### config.mk
export PLATFORM = sky130hd
export DESIGN_NAME = hdmi_i2s_multi_tx
export DESIGN_NICKNAME = d
export VERILOG_FILES = /design/src/rtl/hdmi_i2s_multi_tx.sv
export SDC_FILE = /design/constraint.sdc
export NUM_CORES = 1
export LEC_CHECK = 0
export CAP_MARGIN = 25
export CORE_MARGIN = 5
export CORE_UTILIZATION = 35
export DETAILED_ROUTE_END_ITERATION = 7
export HOLD_SLACK_MARGIN = 0.15
export PLACE_DENSITY_LB_ADDON = 0.2
export REMOVE_ABC_BUFFERS = 1
export SKIP_CTS_REPAIR_TIMING = 1
export SYNTH_ARGS = -nofsm -noshare
export SYNTH_HDL_FRONTEND = slang
export SYNTH_SLANG_ARGS = --single-unit
### constraint.sdc
create_clock -name clk -period 4 [get_ports clk]
set_input_delay 0.8 -clock clk [delete_from_list [all_inputs] [get_ports clk]]
set_output_delay 0.8 -clock clk [all_outputs]
set_load 0.01 [all_outputs]
### src/rtl/hdmi_i2s_multi_tx.sv
// Philips I2S transmitter for the ADV7513 audio port: 64 SCLK per frame, NUM_LINES data lines,
// frames from a valid/ready FIFO or from an internal test-tone ramp.
module hdmi_i2s_multi_tx #(
   parameter int NUM_LINES  = 4,
   parameter int SAMPLE_W   = 16,
   parameter int SCLK_DIV   = 2,
   parameter int FIFO_DEPTH = 4,
   parameter int TONE_STEP  = 256
) (
   input  logic                            clk,
   input  logic                            reset_n,
   input  logic                            enable,
   input  logic                            mode,
   input  logic                            s_valid,
   output logic                            s_ready,
   input  logic [NUM_LINES*2*SAMPLE_W-1:0] s_data,
   output logic                            sclk,
   output logic                            lrclk,
   output logic [NUM_LINES-1:0]            i2s,
   output logic [$clog2(FIFO_DEPTH):0]     fifo_level,
   output logic                            underrun
);

   localparam int FRAME_W = NUM_LINES * 2 * SAMPLE_W;
   localparam int AW      = $clog2(FIFO_DEPTH);
   localparam int DIV_W   = (SCLK_DIV > 1) ? $clog2(SCLK_DIV) : 1;

   localparam logic [AW:0]          FULL_LEVEL = (AW + 1)'(FIFO_DEPTH);
   localparam logic [DIV_W-1:0]     DIV_LAST   = DIV_W'(SCLK_DIV - 1);
   localparam logic [SAMPLE_W-1:0]  RAMP_INC   = SAMPLE_W'(TONE_STEP);
   localparam logic [5:0]           LAST_SLOT  = 6'(SAMPLE_W);

   typedef enum logic [1:0] {IDLE = 2'd0, RUN = 2'd1, STOP = 2'd2} state_t;

   state_t               state;
   logic [FRAME_W-1:0]   mem [FIFO_DEPTH];
   logic [AW-1:0]        wr_ptr;
   logic [AW-1:0]        rd_ptr;
   logic [FRAME_W-1:0]   frame;
   logic [FRAME_W-1:0]   tone_frame;
   logic [FRAME_W-1:0]   next_frame;
   logic [SAMPLE_W-1:0]  ramp;
   logic [DIV_W-1:0]     div;
   logic [5:0]           bitcnt;
   logic [5:0]           next_cnt;
   logic [4:0]           slot;
   logic                 slot_on;
   logic [NUM_LINES-1:0] i2s_next;
   logic                 fifo_empty;
   logic                 fifo_full;
   logic                 push;
   logic                 pop;
   logic                 tick;
   logic                 fall;
   logic                 wrap;
   logic                 start;
   logic                 load;

   assign fifo_empty = (fifo_level == '0);
   assign fifo_full  = (fifo_level == FULL_LEVEL);
   assign s_ready    = !fifo_full;
   assign push       = s_valid && !fifo_full;

   assign tick  = (state != IDLE) && (div == DIV_LAST);
   assign fall  = tick && sclk;
   assign wrap  = fall && (bitcnt == 6'd63);
   assign start = (state == IDLE) && enable;
   assign load  = start || (wrap && (state == RUN));
   assign pop   = load && !mode && !fifo_empty;

   assign next_cnt   = bitcnt + 6'd1;
   assign slot       = next_cnt[4:0];
   // Slot 0 is the one-bit I2S delay; slots past the sample width are zero padding.
   assign slot_on    = (slot != 5'd0) && ({1'b0, slot} <= LAST_SLOT);
   assign next_frame = mode ? tone_frame : (fifo_empty ? '0 : mem[rd_ptr]);

   for (genvar n = 0; n < NUM_LINES; n++) begin : g_line
      logic [SAMPLE_W-1:0] shifted;
      assign tone_frame[2*n*SAMPLE_W +: SAMPLE_W]     = ramp;
      assign tone_frame[(2*n+1)*SAMPLE_W +: SAMPLE_W] = ~ramp;
      assign shifted = (next_cnt[5] ? frame[(2*n+1)*SAMPLE_W +: SAMPLE_W]
                                    : frame[2*n*SAMPLE_W +: SAMPLE_W]) << (slot - 5'd1);
      assign i2s_next[n] = slot_on & shifted[SAMPLE_W-1];
   end

   // NOTE: sample storage has no reset; flushing the FIFO only clears pointers and level.
   always_ff @(posedge clk) begin
      if (push) mem[wr_ptr] <= s_data;
   end

   // NOTE: all state below uses non-blocking assignments so every register sees pre-edge values.
   always_ff @(posedge clk or negedge reset_n) begin
      if (!reset_n) begin
         wr_ptr     <= '0;
         rd_ptr     <= '0;
         fifo_level <= '0;
      end else begin
         if (push) wr_ptr <= wr_ptr + AW'(1);
         if (pop)  rd_ptr <= rd_ptr + AW'(1);
         if (push && !pop)      fifo_level <= fifo_level + (AW + 1)'(1);
         else if (pop && !push) fifo_level <= fifo_level - (AW + 1)'(1);
      end
   end

   always_ff @(posedge clk or negedge reset_n) begin
      if (!reset_n) begin
         state    <= IDLE;
         div      <= '0;
         sclk     <= 1'b0;
         bitcnt   <= '0;
         lrclk    <= 1'b0;
         i2s      <= '0;
         frame    <= '0;
         ramp     <= '0;
         underrun <= 1'b0;
      end else begin
         underrun <= load && !mode && fifo_empty;
         if (load) begin
            frame <= next_frame;
            if (mode) ramp <= ramp + RAMP_INC;
         end
         case (state)
            IDLE: begin
               div    <= '0;
               sclk   <= 1'b0;
               bitcnt <= '0;
               lrclk  <= 1'b0;
               i2s    <= '0;
               if (enable) state <= RUN;
            end
            RUN, STOP: begin
               div <= tick ? '0 : div + DIV_W'(1);
               if (tick) sclk <= ~sclk;
               // Data and word select move on the falling SCLK edge, so they are stable at the rise.
               if (fall) begin
                  bitcnt <= next_cnt;
                  lrclk  <= next_cnt[5];
                  i2s    <= i2s_next;
               end
               if (state == RUN && !enable) state <= STOP;
               if (state == STOP && wrap)   state <= IDLE;
            end
            default: state <= IDLE;
         endcase
      end
   end

endmodule

Yosys cells after proc, flatten, opt, wreduce, memory -nomap -nowiden
Memory sizes are Yosys's and may differ from the RTL's.
Index checks and enable logic that the tools add are counted.
- flip-flop bits (word level): 167
- memory bits (writable): 512
- input port bits: 133
- output and inout port bits: 11
- logic and storage cells: 96
- memories: 1
- memories (name ; depth ; bits a word ; read ports ; clocked after memory_dff ; write ports ; line ; source):
    mem ; 4 ; 128 ; 1 ; 0 ; 1 ; 36 ; logic [FRAME_W-1:0] mem [FIFO_DEPTH];
- add/sub/neg operators: 8
- $lt $le $gt $ge: 1
- eq/ne operators: 8
- shift operators: 4
- muxes and demuxes: 24
- bitwise gates (word level): 6
- reductions and logical operators: 32
- operators with widths (kind ; number):
    128-bit two-way mux ; 2
    16-bit two-way mux ; 4
    16-bit by 5-bit left shift with 16-bit output ; 4
    16-bit by 9-bit adder with 16-bit output, second input constant ; 1
    16-bit NOT ; 1
    1-bit logical AND ; 14
    6-bit one-hot mux with 2 select lines ; 1
    4-bit one-hot mux with 2 select lines ; 1
    2-bit AND reduction ; 4
    6-bit by 1-bit adder with 6-bit output, second input constant ; 1
    6-bit equality test, second input constant ; 1
    1-bit zero test ; 6
    2-bit two-way mux ; 3
    3-bit two-way mux ; 2
    6-bit two-way mux ; 1
    2-bit inequality test, second input constant ; 3
    1-bit one-hot mux with 2 select lines ; 3
    2-bit nonzero test ; 3
    5-bit <= comparator, second input constant ; 1
    1-bit two-way mux ; 5
    5-bit nonzero test ; 1
    5-bit by 1-bit subtractor with 5-bit output, second input constant ; 1
    2-bit by 1-bit adder with 2-bit output, second input constant ; 2
    1-bit bitwise AND ; 4
    14 further kinds ; 14

Depth between registers and ports, before layout
Gate-level depths: netlist of the first run.
- depth in word-level cells: 11
- mapped depth: 14

Worst setup path before layout of the first run
OpenSTA, ideal clock, no wires.
- kind: input-to-reg
- start: in s_valid
- end: mem mem[1][0] in the netlist's numbering (enable)
- setup time: 0.503 ns
- arrival time: 3.797 ns
- data required time: 3.497 ns
- path slack: -0.300 ns
- cell stages on the path: 1
- path through: and3_1
- longest elaborated chain between the ends: 3
- ends and longest elaborated chain (what ; line ; source):
    from (decl) ; 14 ; input logic s_valid,
    1-bit logical AND ; 62 ; assign push = s_valid && !fifo_full;
    1-bit two-way mux ; 88 ; if (push) mem[wr_ptr] <= s_data;
    1-bit two-way mux (not written as such) ; 88 ;
    to (decl) ; 36 ;
Every way passes these cells.

Worst setup path in the final report of the first run
- start: reg lrclk
- end: out lrclk
- RTL lines (what ; line ; source):
    from (decl) ; 18 ; output logic lrclk,
    from (signal assigned) ; 137 ; lrclk <= next_cnt[5];
No word-level cell between the ends.

==> results.json, run 1 <==
{
  "cts_made_buffers": 73,
  "p_comb_share_pct": 25.7,
  "cts_tree": "built",
  "holdCritPathClass": "input pin to asynchronous set/reset pin",
  "required_ns": 3.20,
  "place_ws_ns": 1.014,
  "layout_commonest_cell": "edfxtp_1",
  "drc": 0,
  "p_leak_uw": 0.01095,
  "start_kind": "flop",
  "grt_max_degree": 226,
  "grtUsageTotal_pct": 15.17,
  "reg2regPathDepth": 8,
  "grt_overflow": 0,
  "max_freq_mhz": 309.3,
  "synth_compound_area_share_pct": 6.393,
  "synthToLayoutAreaGrowth_pct": 18.70,
  "synth-xor-area-share_pct": 0.7323,
  "vias": 14270,
  "dieWidth_um": 286.0,
  "h-tree-depth": 3,
  "fp.dieArea_mm2": 0.08177,
  "drt_iter0_drc": 1196,
  "placed_area_mm2": 0.02922,
  "finClkSkew_ns": 0.02739,
  "totalWireLength_mm": 62.33,
  "ys_ff_latch": 670,
  "drv_slew": 0,
  "path_clk_slew_ns": 0.06,
  "cp-startpoint": "lrclk$_DFFE_PN0P_",
  "crit_path_end": "lrclk",
  "path_class": "flop to output pin",
  "cts_sinks": 670,
  "timing.rr.start": "bitcnt[1]$_DFFE_PN0P_",
  "synth_edf_count": 512,
  "cts_root_buffer": "clkbuf_16",
  "wl_per_cell_um": 22.61,
  "p_int_uw": 15880,
  "cap_violations": 0,
  "r2r_end": "i2s[0]$_DFFE_PN0P_",
  "hold_viol": 0,
  "io_pins": 144,
  "p_seq_share_pct": 45.0,
  "drive_above_1_share_pct": 16.86,
  "fin_area_mm2": 0.03164,
  "synthAdderAreaFrac_pct": 0.6384,
  "ys_warn_count": 0,
  "synth-simple-area-share_pct": 5.469,
  "final_nets": 1868,
  "switching_share_pct": 30.21,
  "synthMuxAreaShare_pct": 12.30,
  "die_h_um": 286.0,
  "p_switching_uw": 6871,
  "ys_seq_area_share_pct": 72.52,
  "pwr-share-clk_pct": 29.3,
  "fin_crit_sh_pct": 80.82,
  "rows": 101,
  "antennaDiodeCount": 0,
  "ir_worst_vdd_v": 0.0004328,
  "grt_pass1_vias": 14700,
  "syn_avg_cell_area_um2": 16.91,
  "end_kind": "output pin",
  "dp_hpwl_mm": 39.15,
  "syn_inst": 1576,
  "core_area_mm2": 0.07570,
  "slew_headroom_pct": 36.91,
  "worst-r2r-setup-slack_ns": 0.99,
  "cp_max_fo": 25,
  "powerDensity_mw_per_mm2": 719.0,
  "synth_top_family_by_area": "multiplexers",
  "drt_first_pass_iters": 5,
  "setup_slack_ns": 0.7673,
  "syn_area_mm2": 0.02665,
  "synth_ff_type": "edfxtp_1",
  "outcome": "complete, no violations",
  "utilization_pct": 41.80,
  "portBuffers": 143,
  "viasPerCell": 5.176,
  "worstMarginPinSlew_ns": 0.9464,
  "ys_types": 68,
  "grt_pass1_wl_mm": 94.72,
  "rsz0062_at_grt": "no",
  "layout_common_cells": "512 x edfxtp_1, 181 x nand2_1, 155 x dfrtp_1",
  "place_congestion": 0.8191,
  "postRouteAntennaNets": 0,
  "hold_ws_ns": 0.3023,
  "cts_max_path_buffers": 3,
  "period_needed_ns": 3.233,
  "initial_utilization_pct": 35.21,
  "ys_async_sr_fraction_pct": 23.58,
  "clock_latency_ns": 0.61,
  "setup_viol": 0,
  "antenna_found_initial": 2,
  "crit_arrival_ns": 2.43
}
-- cell usage after synthesis, drive strengths merged (3+ instances only) --
cell type  instances  area share (%)
and4               3            0.11
mux2               7            0.32
nor4b              3           0.099
o22ai             19            0.49
clkbuf            56            0.79
o311ai             3           0.099
xnor2             12            0.39
a211oi            12            0.34
nor3b              3            0.10
nor4               4           0.094
inv                9            0.13
nand2            182             2.6
nand2b             3           0.070
nand3             42            0.79
o31a               3           0.099
edfxtp           512              58
and3               6            0.14
o31ai              3           0.084
o221ai             9            0.30
buf               44             1.0
mux2i             13            0.49
a21oi            110             2.1
or3                8            0.19
xor2               5            0.16
dfrtp            158              15
o21ai            115             2.2
a32o               3            0.11
ha                12            0.56
and2              10            0.23
mux4             136              11
nor3               8            0.17
nor2b             17            0.40
nor2              17            0.24
-- flip-flops by register name, summed over array words and instances, names as in the netlist, 2 cells and up --
name,count
ramp,8
bitcnt,5
rd_ptr,2
frame,128
mem,512
state,2
wr_ptr,2
i2s,4
fifo_level,3
-- per-layer routing --
| metal | track usage, % | share of wire (%) | wire length (µm) |
|---|---|---|---|
| met5 | 0 | 0.048 | 30 |
| met4 | 3.963 | 2.2 | 1353 |
| met3 | 2.757 | 4.1 | 2549 |
| met2 | 24.92 | 49 | 30610 |
| met1 | 21.03 | 45 | 27790 |
-- power groups by stage --
stage               Sequential (µW)  Combinational [µW]  Clock (µW)
finish                        10200                5850        6660
global route                  10400                6460        7170
CTS                           10300                6040        6880
detailed placement            10400                6020           0
global placement              10400                5990           0
floorplan                     10400                3760           0
-- worst max-delay path: stages (launching register included) --
cell and delay, ns:
dfrtp_2 0.77, buf_4 0.40, clkdlybuf4s50_1 0.65
-- worst min-delay path by stage --
stage | from | to | slack, ns | depth (start not counted)
6_report | reset_n | frame[73]$_DFFE_PN0N_ | 0.30 | 1
2_1_floorplan | frame[103]$_DFFE_PN0N_ | frame[103]$_DFFE_PN0N_ | 0.43 | 2
4_1_cts | reset_n | frame[47]$_DFFE_PN0N_ | 0.31 | 1
5_1_grt | reset_n | frame[57]$_DFFE_PN0N_ | 0.35 | 1
3_3_place_gp | frame[67]$_DFFE_PN0N_ | frame[67]$_DFFE_PN0N_ | 0.45 | 2
3_5_place_dp | frame[3]$_DFFE_PN0N_ | frame[3]$_DFFE_PN0N_ | 0.46 | 2
-- stage by stage --
stage	total power (µW)	instances	setup TNS, ns
CTS	23180	2756	0
finish	22750	2757	0
global route	24020	2757	0
global placement	16340	2624	0
floorplan	14190	1476	-436.21
detailed placement	16410	2624	0
-- kinds of logic after synthesis --
logic type                 Yosys count
and+or+nand+nor                    312
buffers and inverters              109
DFF                                670
AOI/OAI and AO/OA                  297
muxes                              156
xor gates and xnor gates            19
adders and majority gates           13
-- final cells by class --
class / instances / area, µm²
inverters: 9 / 33.78
repair buffers: 171 / 1821
well taps: 978 / 1224
fillers: 6720 / 44060
multi-input cells: 797 / 6835
flip-flops and latches: 670 / 19340
clock buffers: 94 / 2011
clock inverters: 38 / 376.6
Power figures use the tool's default switching activity.
==> run 2, diff against run 1 <==
==> constraint.sdc (replaced) <==
create_clock -name clk -period 2.85 [get_ports clk]
set_input_delay 0.57 -clock clk [delete_from_list [all_inputs] [get_ports clk]]
set_output_delay 0.57 -clock clk [all_outputs]
set_load 0.01 [all_outputs]
==> results.json, run 2 (synthesis gave the netlist of run 1 again) <==
{
  "period_needed_ns": 2.641,
  "slew_headroom_pct": 64.71,
  "grt_max_degree": 122,
  "use_met2_pct": 25.83,
  "grtUsageTotal_pct": 15.60,
  "drt_first_pass_iters": 5,
  "synthToLayoutAreaGrowth_pct": 21.80,
  "grt_use_met1_pct": 21.22,
  "h-tree-depth": 3,
  "drive_above_1_share_pct": 19.50,
  "drt_iter0_drc": 1011,
  "reg2regPathDepth": 8,
  "totalWireLength_mm": 63.96,
  "end_kind": "flop",
  "rsz0062_at_grt": "no",
  "top_register": "mem",
  "rows": 101,
  "outcome": "complete, no violations",
  "hold_ws_ns": 0.4528,
  "cp_slowest_stage_delay_ns": 0.51,
  "drc": 0,
  "fp.dieArea_mm2": 0.08177,
  "dieWidth_um": 286.0,
  "start_kind": "flop",
  "whs_path_depth": 4,
  "fillers": 6693,
  "cts_tree": "built",
  "die_h_um": 286.0,
  "cp_max_fo": 31,
  "worstMarginPinSlew_ns": 0.5293,
  "postRouteAntennaNets": 0,
  "p_leak_uw": 0.01137,
  "grt_overflow": 0,
  "final-seq-area_mm2": 0.01934,
  "dp_hpwl_mm": 42.24,
  "finClkSkew_ns": 0.02123,
  "io_pins": 144,
  "crit_arrival_ns": 3.18,
  "place_congestion": 0.8392,
  "layout_commonest_cell": "edfxtp_1",
  "fin_area_mm2": 0.03246,
  "path_cells": "buf_4, ha_1, xnor3_2, a21oi_1, o221ai_1, a211oi_1, o21ai_0, a32oi_1",
  "vias": 14400,
  "busiest_layer": "met2",
  "largest_register_ffs": 512,
  "viasPerCell": 5.115,
  "drv_slew": 0,
  "reg_top3": "mem (512), frame (128), ramp (8)",
  "cts_sinks": 670,
  "cts_root_buffer": "clkbuf_16",
  "cts_max_path_buffers": 3,
  "required_ns": 3.38,
  "fin_crit_sh_pct": 92.65,
  "hold_viol": 0,
  "core_area_mm2": 0.07570,
  "antenna_found_initial": 4,
  "portBuffers": 143,
  "placed_area_mm2": 0.02988,
  "multi_input_area_mm2": 0.006845,
  "grt_util_met3_pct": 3.426,
  "holdCritPathClass": "input pin to flop",
  "powerDensity_mw_per_mm2": 1016,
  "cp_slowest_cell": "xnor3_2",
  "setup_viol": 0,
  "path_clk_slew_ns": 0.06,
  "max_freq_mhz": 378.7,
  "final_nets": 1923,
  "cts_made_buffers": 74,
  "clock_latency_ns": 0.61,
  "wl_per_cell_um": 22.71,
  "grt_pass1_wl_mm": 96.98,
  "cap_violations": 0,
  "ir_worst_vdd_v": 0.0004612,
  "grt_pass1_vias": 15150,
  "initial_utilization_pct": 35.21,
  "layout_common_cells": "512 x edfxtp_1, 181 x nand2_1, 155 x dfrtp_1",
  "path_class": "flop to flop"
}
==> run 2: critical path: cells and delay by family, from the launching register on <==
family	cells	cell delay, ns
buf+inv	1	0.34
flops	1	0.35
xor+xnor	1	0.51
compound gates	5	1.03
fa+ha+maj	1	0.33
==> run 2: where the power goes <==
part | switching (µW) | internal [µW]
Sequential | 1030 | 13100
Combinational | 4990 | 4010
Clock | 3760 | 6090
Total | 9780 | 23200
==> run 2: metrics by stage <==
stage | setup TNS (ns) | std cells | util (%) | power (µW) | setup WS [ns]
after floorplan | -1152.65 | 1476 | - | 19420 | -3.508
after global placement | 0 | 2677 | 39.48 | 23420 | 0.1703
after detailed placement | 0 | 2677 | 39.48 | 23570 | 0.08035
after CTS | 0 | 2812 | 42.82 | 33570 | 0.09001
after global routing | 0 | 2815 | 42.89 | 34720 | 0.001494
final | 0 | 2816 | 42.89 | 32980 | 0.2094
==> run 2: routing by layer <==
layer  vias up  share of wire [%]  wire, µm
li1       6582                  -         -
met3        91                4.6      2918
met2       293                 50     31700
met4         4                2.0      1288
met1      7433                 44     28030
met5         -              0.031        20
==> run 2: final timing paths <==
path                                             from               endpoint  slack (ns)
worst max-delay path            bitcnt[0]$_DFFE_PN0P_     i2s[1]$_DFFE_PN0P_        0.21
worst min-delay path                             mode  rd_ptr[0]$_DFFE_PN0P_        0.45
worst max register to register  bitcnt[0]$_DFFE_PN0P_     i2s[1]$_DFFE_PN0P_        0.21
worst min register to register  frame[97]$_DFFE_PN0N_  frame[97]$_DFFE_PN0N_        0.47
max in group asynchronous                     reset_n  rd_ptr[0]$_DFFE_PN0P_        1.60
min in group asynchronous                     reset_n  rd_ptr[1]$_DFFE_PN0P_        0.52
==> run 2: area by class of cell <==
class / instances / share of cell area (%)
clock buffer: 95 / 6.332
sequential: 670 / 59.56
antenna: 2 / 0.01542
clock inverter: 40 / 1.457
inverter: 9 / 0.1041
tap: 978 / 3.769
multi-input combinational: 797 / 21.09
timing repair buffer: 225 / 7.673
